`config.mk`:
```
export PLATFORM = sky130hd
export DESIGN_NAME = axis_egress_arbiter_flat
export DESIGN_NICKNAME = d
export VERILOG_FILES = /design/src/rtl/axis_egress_arbiter_if.sv /design/src/rtl/axis_egress_arbiter.sv /design/src/flat_wrapper.sv
export SDC_FILE = /design/constraint.sdc
export NUM_CORES = 1
export LEC_CHECK = 0
export CAP_MARGIN = 25
export CORE_AREA = 2 2 132 134
export CTS_BUF_LIST = sky130_fd_sc_hd__clkbuf_4
export DETAILED_ROUTE_END_ITERATION = 16
export DIE_AREA = 0 0 134 136
export PLACE_DENSITY = 0.71
export SYNTH_ARGS = -nofsm -noshare
export SYNTH_HDL_FRONTEND = slang
export SYNTH_SLANG_ARGS = --single-unit
```
`constraint.sdc`:
```
create_clock -name clk -period 2.85 [get_ports clk]
set_input_delay 0.7125 -clock clk [delete_from_list [all_inputs] [get_ports clk]]
set_output_delay 0.7125 -clock clk [all_outputs]
set_load 0.005 [all_outputs]
```
`src/rtl/axis_egress_arbiter_if.sv`:
```
// Handshake bundle for the egress arbiter: NUM_PORTS packed ingress streams
// plus the single registered egress stream.
interface axis_egress_arbiter_if #(
  parameter int unsigned NUM_PORTS  = 4,
  parameter int unsigned DATA_WIDTH = 64,
  parameter int unsigned USER_WIDTH = 1
);
  localparam int unsigned ID_WIDTH = (NUM_PORTS > 1) ? $clog2(NUM_PORTS) : 1;

  logic [NUM_PORTS*DATA_WIDTH-1:0] s_tdata;
  logic [NUM_PORTS-1:0]            s_tvalid;
  logic [NUM_PORTS-1:0]            s_tready;
  logic [NUM_PORTS-1:0]            s_tlast;
  logic [NUM_PORTS*USER_WIDTH-1:0] s_tuser;

  logic [DATA_WIDTH-1:0]           m_tdata;
  logic                            m_tvalid;
  logic                            m_tready;
  logic                            m_tlast;
  logic [USER_WIDTH-1:0]           m_tuser;
  logic [ID_WIDTH-1:0]             m_tid;

  // Arbiter view: sinks the ingress streams, sources the egress stream.
  modport master (
    input  s_tdata, s_tvalid, s_tlast, s_tuser, m_tready,
    output s_tready, m_tdata, m_tvalid, m_tlast, m_tuser, m_tid
  );

  // Environment view: sources the ingress streams, sinks the egress stream.
  modport slave (
    output s_tdata, s_tvalid, s_tlast, s_tuser, m_tready,
    input  s_tready, m_tdata, m_tvalid, m_tlast, m_tuser, m_tid
  );
endinterface

```
`src/rtl/axis_egress_arbiter.sv`:
```
// Packet-granular round-robin merge of NUM_PORTS AXI streams onto one
// registered egress stream; the grant is held from first beat to tlast.
module axis_egress_arbiter #(
  parameter int unsigned NUM_PORTS  = 4,
  parameter int unsigned DATA_WIDTH = 64,
  parameter int unsigned USER_WIDTH = 1
) (
  input  logic                  clk,
  input  logic                  rst,
  axis_egress_arbiter_if.master bus
);
  localparam int unsigned ID_WIDTH = (NUM_PORTS > 1) ? $clog2(NUM_PORTS) : 1;

  typedef enum logic {IDLE, BUSY} state_t;

  state_t                state;
  logic [ID_WIDTH-1:0]   grant;
  logic [ID_WIDTH-1:0]   rr_ptr;
  logic [ID_WIDTH-1:0]   pick;
  logic [ID_WIDTH-1:0]   rr_next;
  logic                  any_req;
  logic                  out_free;
  logic                  load;
  logic                  sel_valid;
  logic                  sel_last;
  logic [DATA_WIDTH-1:0] sel_data;
  logic [USER_WIDTH-1:0] sel_user;

  // Output register can take a new beat when empty or draining this cycle.
  assign out_free = !bus.m_tvalid || bus.m_tready;
  assign load     = (state == BUSY) && sel_valid && out_free;
  assign rr_next  = (grant == ID_WIDTH'(NUM_PORTS - 1)) ? '0 : grant + ID_WIDTH'(1);

  // Round-robin search: first requester at rr_ptr, rr_ptr+1, ... modulo NUM_PORTS.
  always_comb begin
    any_req = 1'b0;
    pick    = rr_ptr;
    for (int unsigned k = 0; k < NUM_PORTS; k++) begin
      if (!any_req && bus.s_tvalid[ID_WIDTH'((32'(rr_ptr) + k) % NUM_PORTS)]) begin
        any_req = 1'b1;
        pick    = ID_WIDTH'((32'(rr_ptr) + k) % NUM_PORTS);
      end
    end
  end

  // Select the granted port's beat and route ready back only to that port.
  always_comb begin
    sel_valid    = 1'b0;
    sel_last     = 1'b0;
    sel_data     = '0;
    sel_user     = '0;
    bus.s_tready = '0;
    for (int unsigned i = 0; i < NUM_PORTS; i++) begin
      if (grant == ID_WIDTH'(i)) begin
        sel_valid          = bus.s_tvalid[i];
        sel_last           = bus.s_tlast[i];
        sel_data           = bus.s_tdata[i*DATA_WIDTH +: DATA_WIDTH];
        sel_user           = bus.s_tuser[i*USER_WIDTH +: USER_WIDTH];
        bus.s_tready[i]    = (state == BUSY) && out_free;
      end
    end
  end

  // Arbitration FSM: latch a grant in IDLE, release it on the accepted tlast beat.
  always_ff @(posedge clk or posedge rst) begin
    if (rst) begin
      state  <= IDLE;
      grant  <= '0;
      rr_ptr <= '0;
    end else begin
      case (state)
        IDLE: begin
          if (any_req) begin
            grant <= pick;
            state <= BUSY;
          end
        end
        BUSY: begin
          if (load && sel_last) begin
            state  <= IDLE;
            rr_ptr <= rr_next;
          end
        end
        default: state <= IDLE;
      endcase
    end
  end

  // Egress register: load on accepted beat, hold while stalled, empty when drained.
  always_ff @(posedge clk or posedge rst) begin
    if (rst) begin
      bus.m_tvalid <= 1'b0;
      bus.m_tdata  <= '0;
      bus.m_tuser  <= '0;
      bus.m_tlast  <= 1'b0;
      bus.m_tid    <= '0;
    end else if (load) begin
      bus.m_tvalid <= 1'b1;
      bus.m_tdata  <= sel_data;
      bus.m_tuser  <= sel_user;
      bus.m_tlast  <= sel_last;
      bus.m_tid    <= grant;
    end else if (bus.m_tvalid && bus.m_tready) begin
      bus.m_tvalid <= 1'b0;
    end
  end
endmodule

```
`src/flat_wrapper.sv`:
```
// flat-port wrapper written by rule: the top's interface ports become plain ports
module axis_egress_arbiter_flat 
#(
  parameter int unsigned NUM_PORTS  = 4,
  parameter int unsigned DATA_WIDTH = 64,
  parameter int unsigned USER_WIDTH = 1
)
  (clk, rst, bus_s_tdata, bus_s_tvalid, bus_s_tlast, bus_s_tuser, bus_m_tready, bus_s_tready, bus_m_tdata, bus_m_tvalid, bus_m_tlast, bus_m_tuser, bus_m_tid);
  axis_egress_arbiter_if #(.NUM_PORTS(NUM_PORTS), .DATA_WIDTH(DATA_WIDTH), .USER_WIDTH(USER_WIDTH)) bus_i ();
  input  logic clk;
  input  logic rst;
  input wire logic [$bits(bus_i.s_tdata)-1:0] bus_s_tdata;
  input wire logic [$bits(bus_i.s_tvalid)-1:0] bus_s_tvalid;
  input wire logic [$bits(bus_i.s_tlast)-1:0] bus_s_tlast;
  input wire logic [$bits(bus_i.s_tuser)-1:0] bus_s_tuser;
  input wire logic [$bits(bus_i.m_tready)-1:0] bus_m_tready;
  output wire logic [$bits(bus_i.s_tready)-1:0] bus_s_tready;
  output wire logic [$bits(bus_i.m_tdata)-1:0] bus_m_tdata;
  output wire logic [$bits(bus_i.m_tvalid)-1:0] bus_m_tvalid;
  output wire logic [$bits(bus_i.m_tlast)-1:0] bus_m_tlast;
  output wire logic [$bits(bus_i.m_tuser)-1:0] bus_m_tuser;
  output wire logic [$bits(bus_i.m_tid)-1:0] bus_m_tid;
  assign bus_i.s_tdata = bus_s_tdata;
  assign bus_i.s_tvalid = bus_s_tvalid;
  assign bus_i.s_tlast = bus_s_tlast;
  assign bus_i.s_tuser = bus_s_tuser;
  assign bus_i.m_tready = bus_m_tready;
  assign bus_s_tready = bus_i.s_tready;
  assign bus_m_tdata = bus_i.m_tdata;
  assign bus_m_tvalid = bus_i.m_tvalid;
  assign bus_m_tlast = bus_i.m_tlast;
  assign bus_m_tuser = bus_i.m_tuser;
  assign bus_m_tid = bus_i.m_tid;
  axis_egress_arbiter #(.NUM_PORTS(NUM_PORTS), .DATA_WIDTH(DATA_WIDTH), .USER_WIDTH(USER_WIDTH)) u_core (.clk(clk), .rst(rst), .bus(bus_i));
endmodule
```
==> impl_metrics.sql, run 1 <==
INSERT INTO impl_metrics (metric_group, metric, value, unit) VALUES
('status', 'outcome', 'completed', ''),
('logic_synthesis', 'number_of_synthesized_flops_with_an_enable_pin', '0', ''),
('cts', 'cts_max_level', '3', ''),
('grt', 'grt_antenna_before_repair', '1', ''),
('placement', 'gp_routability_congestion', '0.865', ''),
('detailed_routing', 'drt.antenna.violating_nets', '0', ''),
('grt', 'grt_max_degree', '65', ''),
('grt', 'globalRouteTotalUtil', '0.208', ''),
('placement', 'detailed_place_hpwl', '14.5', 'mm'),
('logic_synthesis', 'synth_largest_type_area_fraction', '0.352', ''),
('critical_path', 'criticalPathCategory', 'input pin to output port', ''),
('run', 'cap_violations', '0', ''),
('cts', 'cts_hold_fix_bufs', '0', ''),
('grt', 'global_route.usage.met1', '0.252', ''),
('layout', 'fillerInstances', '1597', ''),
('timing', 'final_max_slew_viol_count', '0', ''),
('cts', 'clk_pin_slew', '110', 'ps'),
('critical_path', 'crit_start', 'bus_m_tready', ''),
('pwr', 'combinationalPowerShare', '0.714', ''),
('cts', 'clk_latency', '440', 'ps'),
('pwr', 'seq_power_share', '0.220', ''),
('critical_path', 'arrival', '2030', 'ps'),
('logic_synthesis', 'post_synth_main_area_contributors', 'sky130_fd_sc_hd__dfrtp_1, sky130_fd_sc_hd__a21oi_1, sky130_fd_sc_hd__mux2_2, sky130_fd_sc_hd__a22o_1, sky130_fd_sc_hd__o21ai_0', ''),
('floorplan', 'die_height', '136', 'um'),
('logic_synthesis', 'synth_top_area_cell', 'sky130_fd_sc_hd__dfrtp_1', ''),
('hold_path', 'hold_path.startpoint', 'u_core.bus.m_tdata[43]', ''),
('pwr', 'p_sw', '0.00346', 'W'),
('pwr', 'power_per_cell_area', '964', 'nW/um^2'),
('timing', 'fin_worst_hold_slack', '516', 'ps'),
('timing', 'finalCritPeriodShare', '0.962', ''),
('layout', 'finalNetCount', '1233', ''),
('detailed_routing', 'via_count', '5848', ''),
('layout', 'multiInputGateArea', '2910', 'um^2'),
('hold_path', 'hp-class', 'register to register', ''),
('critical_path', 'reg2reg_from', 'u_core.grant[0]', ''),
('logic_synthesis', 'synthDistinctLibCells', '32', ''),
('cts', 'ctsRootBufferMaster', 'sky130_fd_sc_hd__clkbuf_4', ''),
('detailed_routing', 'drt_drc_violations_left', '0', ''),
('pwr', 'power_leakage', '3.90', 'nW'),
('timing', 'rsz0062_at_grt', 'false', ''),
('critical_path', 'cp-end-kind', 'output port', ''),
('logic_synthesis', 'synthMostInstantiatedCell', 'sky130_fd_sc_hd__a21oi_1', ''),
('critical_path', 'crit_required', '2140', 'ps'),
('floorplan', 'rows', '48', ''),
('timing', 'finClkSkew', '17.1', 'ps'),
('logic_synthesis', 'synthesis.area_per_instance', '8.22', 'um^2'),
('grt', 'met3_usage', '0.0552', ''),
('detailed_routing', 'drt-wirelength-per-cell', '16.4', 'um'),
('cts', 'tritoncts', 'done', ''),
('floorplan', 'initial_core_util', '0.312', ''),
('floorplan', 'floorplan.die.width', '134', 'um'),
('detailed_routing', 'via_per_inst', '4.92', ''),
('critical_path', 'critPathLaunchType', 'input pin', ''),
('logic_synthesis', 'ys_ff_latch', '74', ''),
('timing', 'slew-limit-headroom', '0.565', ''),
('cts', 'clock_sinks', '74', ''),
('pwr', 'cell_int_power', '0.00528', 'W'),
('cts', 'ctsLongestPathBuffers', '2', ''),
('placement', 'placement.io_buffers', '343', ''),
('timing', 'hold_viol_final', '0', ''),
('timing', 'totalNegativeSetupSlack', '0', 'ps'),
('layout', 'final_layout_size_suffix_gt1_frac', '0.120', ''),
('detailed_routing', 'drt_iter0_markers', '301', ''),
('logic_synthesis', 'synth_top_cells_by_count', 'sky130_fd_sc_hd__a21oi_1, sky130_fd_sc_hd__dfrtp_1, sky130_fd_sc_hd__inv_1', ''),
('grt', 'global_route.overflow_total', '0', ''),
('detailed_routing', 'drt-total-wl', '19.5', 'mm'),
('logic_synthesis', 'synth.yosys.seq_area_share', '0.352', ''),
('timing', 'timing.final.crit_period', '2740', 'ps'),
('logic_synthesis', 'synth_warnings', '0', ''),
('logic_synthesis', 'netlist_instances', '640', ''),
('pwr', 'sw_frac_of_total', '0.396', '');
cell usage in the layout, fill, tap and decap left out, types with 2 or more instances in the layout:
| cell type | Yosys | layout |
|---|---|---|
| sky130_fd_sc_hd__inv_1 | 73 | 71 |
| sky130_fd_sc_hd__o21ai_0 | 67 | 67 |
| sky130_fd_sc_hd__buf_12 | 0 | 2 |
| sky130_fd_sc_hd__clkdlybuf4s50_1 | 0 | 343 |
| sky130_fd_sc_hd__a21oi_1 | 135 | 135 |
| sky130_fd_sc_hd__and3_1 | 5 | 4 |
| sky130_fd_sc_hd__ha_4 | 0 | 3 |
| sky130_fd_sc_hd__nor2_1 | 3 | 3 |
| sky130_fd_sc_hd__and2_1 | 2 | 2 |
| sky130_fd_sc_hd__nand2_1 | 67 | 67 |
| sky130_fd_sc_hd__a22o_1 | 65 | 65 |
| sky130_fd_sc_hd__dfrtp_1 | 74 | 74 |
| sky130_fd_sc_hd__buf_4 | 3 | 21 |
| sky130_fd_sc_hd__a221oi_1 | 2 | 2 |
| sky130_fd_sc_hd__mux2_2 | 60 | 60 |
| sky130_fd_sc_hd__clkbuf_4 | 0 | 12 |
| sky130_fd_sc_hd__clkinv_2 | 0 | 4 |
| sky130_fd_sc_hd__mux2_4 | 8 | 8 |
per-layer routing:
layer,vias up,wire [um]
met1,2729,8200
met2,211,9430
met3,27,1430
met4,0,420
li1,2881,-
met5,-,0
worst max-delay path, stage by stage:
cell and delay, ps:
sky130_fd_sc_hd__clkdlybuf4s50_1 450, sky130_fd_sc_hd__nand2b_2 190, sky130_fd_sc_hd__and3_1 180, sky130_fd_sc_hd__clkdlybuf4s50_1 490
area by class of cell:
| class | count | area share |
|---|---|---|
| sequential | 74 | 0.204 |
| clock inverter | 4 | 0.00207 |
| tap | 225 | 0.0310 |
| antenna | 1 | 0.000276 |
| clock buffer | 12 | 0.00993 |
| timing repair buffer | 367 | 0.402 |
| inverter | 73 | 0.0303 |
| multi-input combinational | 433 | 0.321 |
path summary, 6_finish.rpt:
path	endpoint	slack (ps)	cells after the start
worst max-delay path	bus_s_tready[3]	110	4
worst min-delay path	u_core.bus.m_tdata[43]	520	1
worst max register to register	u_core.rr_ptr[1]	430	9
worst min register to register	u_core.bus.m_tdata[43]	520	1
max in group asynchronous	u_core.bus.m_tvalid	1570	3
min in group asynchronous	u_core.bus.m_tdata[32]	560	2
stage by stage:
step,util,instance area [um^2],instances
3_5_place_dp,0.527,8900,1165
4_1_cts,0.535,9040,1184
5_1_grt,0.538,9070,1189
2_1_floorplan,-,5260,640
6_report,0.538,9070,1189
3_3_place_gp,0.527,8900,1165
repair_timing:
| action | in CTS | in global routing |
|---|---|---|
| pin swaps | 0 | 1 |
| endpoints found under the setup margin | 2 | 4 |
| gates cloned | 0 | 0 |
| resized for setup | 0 | 2 |
| setup buffers | 3 | 4 |
cells by family after synthesis:
family,count (synthesis),synth area share
mux,68,0.151
fa+ha+maj,4,0.00951
buf+inv,133,0.104
simple gates,84,0.0666
flops,74,0.352
compound gates,277,0.317
power by group through the flow:
stage	clock network, W	logic, W	registers [W]
2_1_floorplan	0	0.00383	0.00193
3_3_place_gp	0	0.00615	0.00193
3_5_place_dp	0	0.00620	0.00194
4_1_cts	0.000613	0.00628	0.00193
5_1_grt	0.000656	0.00686	0.00199
6_report	0.000576	0.00624	0.00193
state kept, by name, indices dropped and copies added (netlist names):
signal and count:
u_core.bus.m_tid 2, u_core.rr_ptr 2, u_core.bus.m_tlast 1, u_core.grant 2, u_core.state 1, u_core.bus.m_tvalid 1, u_core.bus.m_tdata 64, u_core.bus.m_tuser 1
Power figures use the tool's default switching activity.
==> run 2: changes to the inputs <==
--- a/config.mk
+++ b/config.mk
@@ -6,11 +6,13 @@
 export NUM_CORES = 1
 export LEC_CHECK = 0
 export CAP_MARGIN = 25
-export CORE_AREA = 2 2 132 134
+export CORE_AREA = 2 2 135 137
 export CTS_BUF_LIST = sky130_fd_sc_hd__clkbuf_4
 export DETAILED_ROUTE_END_ITERATION = 16
-export DIE_AREA = 0 0 134 136
+export DIE_AREA = 0 0 137 139
+export MAX_ROUTING_LAYER = met4
 export PLACE_DENSITY = 0.71
+export REMOVE_ABC_BUFFERS = 1
 export SYNTH_ARGS = -nofsm -noshare
 export SYNTH_HDL_FRONTEND = slang
 export SYNTH_SLANG_ARGS = --single-unit
==> constraint.sdc (replaced) <==
create_clock -name clk -period 2.5 [get_ports clk]
set_input_delay 0.625 -clock clk [delete_from_list [all_inputs] [get_ports clk]]
set_output_delay 0.625 -clock clk [all_outputs]
set_load 0.005 [all_outputs]
==> impl_metrics.sql, run 2 (synthesized netlist as in run 1, its figures left out) <==
INSERT INTO impl_metrics (metric_group, metric, value, unit) VALUES
('detailed_routing', 'first_pass_iters', '5', ''),
('layout', 'regMostFlops', 'u_core.bus.m_tdata', ''),
('timing', 'final_max_slew_viol_count', '0', ''),
('cts', 'clk_latency', '420', 'ps'),
('cts', 'number_of_buffers_created_by_cts', '9', ''),
('grt', 'global_route_wire_length_before_repair', '28.9', 'mm'),
('status', 'outcome', 'completed', ''),
('timing', 'finalCritPeriodShare', '0.922', ''),
('hold_path', 'hp-class', 'register to register', ''),
('critical_path', 'crit_required', '2810', 'ps'),
('detailed_routing', 'drt_iter0_markers', '241', ''),
('grt', 'global_route.overflow_total', '0', ''),
('placement', 'detailed_place_hpwl', '14.2', 'mm'),
('layout', 'largest_reg_flops', '64', ''),
('pwr', 'power_leakage', '4.02', 'nW'),
('critical_path', 'cp-end-kind', 'register', ''),
('cts', 'clock_sinks', '74', ''),
('cts', 'cts_max_level', '3', ''),
('placement', 'preCtsSetupSlack', '-15.2', 'ps'),
('layout', 'final_layout_size_suffix_gt1_frac', '0.127', ''),
('timing', 'worst-slew-pin-transition', '597', 'ps'),
('hold_path', 'hold_path.startpoint', 'u_core.bus.m_tdata[32]', ''),
('detailed_routing', 'via_count', '5913', ''),
('grt', 'grt_max_degree', '81', ''),
('critical_path', 'arrival', '2620', 'ps'),
('timing', 'fin_worst_hold_slack', '517', 'ps'),
('timing', 'slew-limit-headroom', '0.602', ''),
('timing', 'hold_viol_final', '0', ''),
('layout', 'fillerInstances', '1678', ''),
('timing', 'rsz0062_at_grt', 'false', ''),
('critical_path', 'criticalPathCategory', 'register to register', ''),
('cts', 'tritoncts', 'done', ''),
('critical_path', 'critPathLaunchType', 'register', ''),
('grt', 'grt_antenna_before_repair', '1', ''),
('cts', 'ctsRootBufferMaster', 'sky130_fd_sc_hd__clkbuf_4', ''),
('floorplan', 'initial_core_util', '0.298', ''),
('timing', 'finalWorstSetupSlack', '195', 'ps'),
('timing', 'setup_violations', '0', ''),
('pwr', 'power_per_cell_area', '1120', 'nW/um^2'),
('grt', 'globalRouteTotalUtil', '0.198', ''),
('layout', 'final_cell_mix', 'sky130_fd_sc_hd__clkdlybuf4s50_1, sky130_fd_sc_hd__a21oi_1, sky130_fd_sc_hd__dfrtp_1', ''),
('detailed_routing', 'via_per_inst', '4.94', ''),
('layout', 'final_standard_cell_utilization_of_the_core', '0.523', ''),
('hold_path', 'cells_on_worst_hold_path', '1', ''),
('detailed_routing', 'drt.antenna.violating_nets', '0', ''),
('layout', 'area_growth_syn_to_layout', '75.7', '%'),
('pwr', 'ir_drop', '0.555', 'mV'),
('floorplan', 'rows', '49', ''),
('placement', 'placement.io_buffers', '343', ''),
('hold_path', 'worst_hold_path.endpoint', 'u_core.bus.m_tdata[32]', ''),
('detailed_routing', 'drt-total-wl', '19.2', 'mm'),
('layout', 'finalNetCount', '1237', ''),
('timing', 'finClkSkew', '12.6', 'ps'),
('run', 'cap_violations', '0', ''),
('pwr', 'total_power', '0.0103', 'W'),
('critical_path', 'reg2reg_from', 'u_core.grant[1]', ''),
('critical_path', 'worst-r2r-setup-slack', '190', 'ps'),
('timing', 'timing.final.crit_period', '2310', 'ps'),
('floorplan', 'die_height', '139', 'um'),
('cts', 'ctsLongestPathBuffers', '2', ''),
('critical_path', 'logic_depth_of_the_worst_register_to_register_path', '8', ''),
('placement', 'gp_routability_congestion', '0.816', ''),
('layout', 'mostFrequentLayoutCell', 'sky130_fd_sc_hd__clkdlybuf4s50_1', ''),
('floorplan', 'floorplan.die.width', '137', 'um'),
('critical_path', 'critical_path.max_fanout', '29', ''),
('detailed_routing', 'drt-wirelength-per-cell', '16.0', 'um'),
('floorplan', 'floorplan.io_pins', '344', ''),
('cts', 'clk_pin_slew', '120', 'ps'),
('grt', 'first_global_vias', '5738', ''),
('critical_path', 'reg2reg_to', 'u_core.bus.m_tdata[13]', ''),
('timing', 'max_clock_freq', '434', 'MHz'),
('detailed_routing', 'drt_drc_violations_left', '0', ''),
('floorplan', 'die_ar', '19000', 'um^2'),
('floorplan', 'floorplan.core_area', '17700', 'um^2');
## run 2: cell count changes in the layout (fill, tap and decap cells not counted), moves of 2 or more
cell / previous run / this run
sky130_fd_sc_hd__dfrtp_1: 74 / 72
sky130_fd_sc_hd__dlymetal6s2s_1: 0 / 4
sky130_fd_sc_hd__dfrtp_2: 0 / 2
sky130_fd_sc_hd__bufinv_16: 0 / 2
sky130_fd_sc_hd__clkdlybuf4s50_1: 343 / 339
sky130_fd_sc_hd__buf_12: 2 / 7
sky130_fd_sc_hd__clkbuf_4: 12 / 10
## run 2: power breakdown
group / internal, W / total (W) / switching [W]
Sequential: 0.00183 / 0.00219 / 0.000357
Combinational: 0.00407 / 0.00729 / 0.00322
Clock: 0.000410 / 0.000839 / 0.000429
## run 2: per-stage QoR
step	instance area (um^2)	cells	TNS [ps]
3_5_place_dp	8980	1171	-21.6
4_1_cts	9220	1194	0
6_report	9240	1197	0
3_3_place_gp	8980	1171	-35.1
5_1_grt	9240	1197	0
2_1_floorplan	4990	580	-215530
## run 2: timing repair
action | CTS | global route
buffers inserted | 7 | 2
gates resized for setup | 7 | 4
endpoints found under the setup margin | 4 | 4
hold buffers | 0 | 0
pin swaps | 3 | 0
## run 2: area by class of cell
type,count,area [um^2],share of cell area
tap,229,287,0.0310
multi-input combinational,433,2920,0.316
sequential,74,1850,0.201
inverter,73,278,0.0301
clock buffer,10,75.1,0.00812
antenna,1,2.50,0.000271
clock inverter,6,81.3,0.00880
timing repair buffer,371,3740,0.405
## run 2: how the worst max path moves through the flow
stage	startpoint	to	slack, ps	cells after the start
2_1_floorplan	u_core.grant[1]	u_core.bus.m_tdata[0]	-3020	5
3_3_place_gp	bus_m_tready	bus_s_tready[2]	-10	4
3_5_place_dp	bus_m_tready	bus_s_tready[1]	-20	4
4_1_cts	bus_m_tready	bus_s_tready[1]	6	4
5_1_grt	u_core.grant[1]	u_core.bus.m_tdata[59]	120	8
6_report	u_core.grant[1]	u_core.bus.m_tdata[13]	190	8
## run 2: routing by layer
| layer | vias to the layer above | routed length (um) | global-route usage | part of all wire |
|---|---|---|---|---|
| met4 | 0 | 711 | 0.0950 | 0.037 |
| met3 | 44 | 1460 | 0.0395 | 0.076 |
| met1 | 2737 | 7720 | 0.224 | 0.40 |
| li1 | 2891 | - | - | - |
| met2 | 241 | 9260 | 0.331 | 0.48 |
| met5 | - | 0 | - | 0 |
## run 2: critical path, cell delays in order (launching register included)
cell	delay, ps
sky130_fd_sc_hd__dfrtp_2	460
sky130_fd_sc_hd__buf_4	150
sky130_fd_sc_hd__ha_4	160
sky130_fd_sc_hd__buf_4	170
sky130_fd_sc_hd__nor3b_1	140
sky130_fd_sc_hd__a21oi_1	230
sky130_fd_sc_hd__and3_4	300
sky130_fd_sc_hd__buf_12	210
sky130_fd_sc_hd__mux2_2	360
==> run 3: changes to the inputs <==
--- a/config.mk
+++ b/config.mk
@@ -10,8 +10,9 @@
 export CTS_BUF_LIST = sky130_fd_sc_hd__clkbuf_4
 export DETAILED_ROUTE_END_ITERATION = 16
 export DIE_AREA = 0 0 137 139
+export GPL_ROUTABILITY_DRIVEN = 0
 export MAX_ROUTING_LAYER = met4
-export PLACE_DENSITY = 0.71
+export PLACE_DENSITY = 0.81
 export REMOVE_ABC_BUFFERS = 1
 export SYNTH_ARGS = -nofsm -noshare
 export SYNTH_HDL_FRONTEND = slang
==> impl_metrics.sql, run 3 (synthesized netlist as in run 1, its figures left out) <==
INSERT INTO impl_metrics (metric_group, metric, value, unit) VALUES
('critical_path', 'critical_path.max_fanout', '5', ''),
('layout', 'final_cell_mix', 'sky130_fd_sc_hd__clkdlybuf4s50_1, sky130_fd_sc_hd__a21oi_1, sky130_fd_sc_hd__dfrtp_1', ''),
('pwr', 'cell_int_power', '0.00619', 'W'),
('timing', 'finClkSkew', '19.1', 'ps'),
('layout', 'area_growth_syn_to_layout', '74.7', '%'),
('detailed_routing', 'first_pass_iters', '6', ''),
('timing', 'final_max_slew_viol_count', '0', ''),
('pwr', 'ir_drop', '0.732', 'mV'),
('timing', 'finalCritPeriodShare', '1.01', ''),
('critical_path', 'critPathLaunchType', 'input pin', ''),
('timing', 'slew-limit-headroom', '0.657', ''),
('pwr', 'combinationalPowerShare', '0.715', ''),
('status', 'outcome', 'finished with violations', ''),
('placement', 'placement.io_buffers', '343', ''),
('timing', 'rsz0062_at_grt', 'true', ''),
('grt', 'grt_antenna_before_repair', '1', ''),
('grt', 'met3_usage', '0.0431', ''),
('detailed_routing', 'drt_iter0_markers', '316', ''),
('cts', 'ctsRootBufferMaster', 'sky130_fd_sc_hd__clkbuf_4', ''),
('timing', 'fin_worst_hold_slack', '518', 'ps'),
('grt', 'global_route.usage.met1', '0.215', ''),
('floorplan', 'floorplan.die.width', '137', 'um'),
('detailed_routing', 'via_per_inst', '4.97', ''),
('pwr', 'power_leakage', '3.98', 'nW'),
('layout', 'largest_reg_flops', '64', ''),
('detailed_routing', 'drt.antenna.violating_nets', '0', ''),
('pwr', 'power.share.clock', '0.073', ''),
('floorplan', 'floorplan.io_pins', '344', ''),
('pwr', 'seq_power_share', '0.213', ''),
('detailed_routing', 'via_count', '5930', ''),
('cts', 'clk_pin_slew', '120', 'ps'),
('status', 'violations_in_the_final_reports', 'negative setup slack', ''),
('critical_path', 'critical_path.most_common_cell', 'sky130_fd_sc_hd__clkdlybuf4s50_1', ''),
('grt', 'gr-max-usage-layer', 'met2', ''),
('grt', 'grt_max_degree', '79', ''),
('cts', 'tritoncts', 'done', ''),
('pwr', 'power_per_cell_area', '1110', 'nW/um^2'),
('pwr', 'total_power', '0.0102', 'W'),
('detailed_routing', 'drt-total-wl', '19.4', 'mm'),
('timing', 'worst-slew-pin-transition', '514', 'ps'),
('critical_path', 'timing.critical_path.slowest_cell_delay', '510', 'ps'),
('cts', 'ctsLongestPathBuffers', '2', ''),
('placement', 'detailed_place_hpwl', '14.5', 'mm'),
('detailed_routing', 'drt_drc_violations_left', '0', ''),
('critical_path', 'timing.critical_path.buf_inv', '2', ''),
('timing', 'setup_violations', '1', ''),
('layout', 'mostFrequentLayoutCell', 'sky130_fd_sc_hd__clkdlybuf4s50_1', ''),
('layout', 'regMostFlops', 'u_core.bus.m_tdata', ''),
('critical_path', 'worst_path_dominant_cell_family', 'buffers and inverters', ''),
('critical_path', 'timing.critical_path.cells', 'clkdlybuf4s50_1, nand2b_4, and3_1, clkdlybuf4s50_1', ''),
('layout', 'fillerInstances', '1655', ''),
('layout', 'finalNetCount', '1235', ''),
('layout', 'multiInputGateArea', '2920', 'um^2'),
('critical_path', 'cp-end-kind', 'output port', ''),
('grt', 'global_route.overflow_total', '0', ''),
('cts', 'cts_hold_fix_bufs', '0', ''),
('detailed_routing', 'drt-wirelength-per-cell', '16.3', 'um'),
('layout', 'final-seq-area', '1850', 'um^2'),
('floorplan', 'initial_core_util', '0.298', ''),
('grt', 'grt.met2_usage', '0.349', ''),
('pwr', 'sw_frac_of_total', '0.396', ''),
('grt', 'globalRouteTotalUtil', '0.202', ''),
('critical_path', 'timing.critical_path.slowest_stage_cell', 'sky130_fd_sc_hd__clkdlybuf4s50_1', ''),
('cts', 'number_of_buffers_created_by_cts', '9', ''),
('hold_path', 'hp-class', 'register to register', ''),
('cts', 'clk_latency', '440', 'ps'),
('critical_path', 'crit_required', '1880', 'ps'),
('floorplan', 'rows', '49', ''),
('pwr', 'p_sw', '0.00405', 'W'),
('timing', 'timing.final.crit_period', '2520', 'ps'),
('critical_path', 'criticalPathCategory', 'input pin to output port', ''),
('floorplan', 'die_height', '139', 'um'),
('timing', 'finalWorstSetupSlack', '-23.5', 'ps'),
('cts', 'clock_sinks', '74', ''),
('grt', 'global_route_wire_length_before_repair', '29.5', 'mm'),
('cts', 'cts_max_level', '3', ''),
('run', 'cap_violations', '0', ''),
('grt', 'first_global_vias', '5951', ''),
('layout', 'final_layout_size_suffix_gt1_frac', '0.123', ''),
('timing', 'totalNegativeSetupSlack', '-23.5', 'ps'),
('floorplan', 'floorplan.core_area', '17700', 'um^2'),
('floorplan', 'die_ar', '19000', 'um^2'),
('timing', 'hold_viol_final', '0', ''),
('critical_path', 'arrival', '1900', 'ps'),
('timing', 'max_clock_freq', '396', 'MHz');
-- run 3: cell type report --
class / instances / area share
sequential: 74 / 0.202
timing repair buffer: 369 / 0.405
inverter: 73 / 0.0299
multi-input combinational: 433 / 0.318
antenna: 1 / 0.000272
clock inverter: 6 / 0.00640
tap: 229 / 0.0312
clock buffer: 9 / 0.00735
-- run 3: worst paths after layout --
kind                                   startpoint                      to  slack (ps)  cells after the start
setup / recovery                     bus_m_tready         bus_s_tready[0]         -20                      4
hold / removal             u_core.bus.m_tdata[59]  u_core.bus.m_tdata[59]         520                      1
setup reg to reg                  u_core.grant[1]      u_core.bus.m_tuser         230                      8
hold reg to reg            u_core.bus.m_tdata[59]  u_core.bus.m_tdata[59]         520                      1
max in group asynchronous                     rst  u_core.bus.m_tdata[38]        1620                      3
min in group asynchronous                     rst   u_core.bus.m_tdata[1]         560                      3
-- run 3: timing repair --
item	in CTS	in global routing
endpoints found under the setup margin	4	4
cloned	0	0
resized for setup	5	3
pin swaps	2	0
buffers inserted	5	1
-- run 3: power by group through the flow --
stage	combinational, W	clock [W]	sequential (W)
5_1_grt	0.00798	0.000829	0.00225
3_3_place_gp	0.00706	0	0.00218
3_5_place_dp	0.00724	0	0.00220
4_1_cts	0.00734	0.000775	0.00218
6_report	0.00732	0.000743	0.00218
2_1_floorplan	0.00427	0	0.00219
-- run 3: metrics by stage --
| step | instance area, um^2 | instances | setup slack, ps | utilization |
|---|---|---|---|---|
| after floorplan | 4990 | 580 | -3020 | - |
| after global placement | 8990 | 1172 | -11.4 | 0.509 |
| after detailed placement | 8990 | 1172 | -29.0 | 0.509 |
| after CTS | 9170 | 1192 | 5.11 | 0.520 |
| after global routing | 9190 | 1194 | -51.0 | 0.521 |
| final | 9190 | 1194 | -23.5 | 0.521 |
-- run 3: per-layer routing --
| metal | vias up | routed length, um |
|---|---|---|
| met1 | 2725 | 7600 |
| met3 | 56 | 1510 |
| met2 | 263 | 9530 |
| li1 | 2886 | - |
| met5 | - | 0 |
| met4 | 0 | 794 |
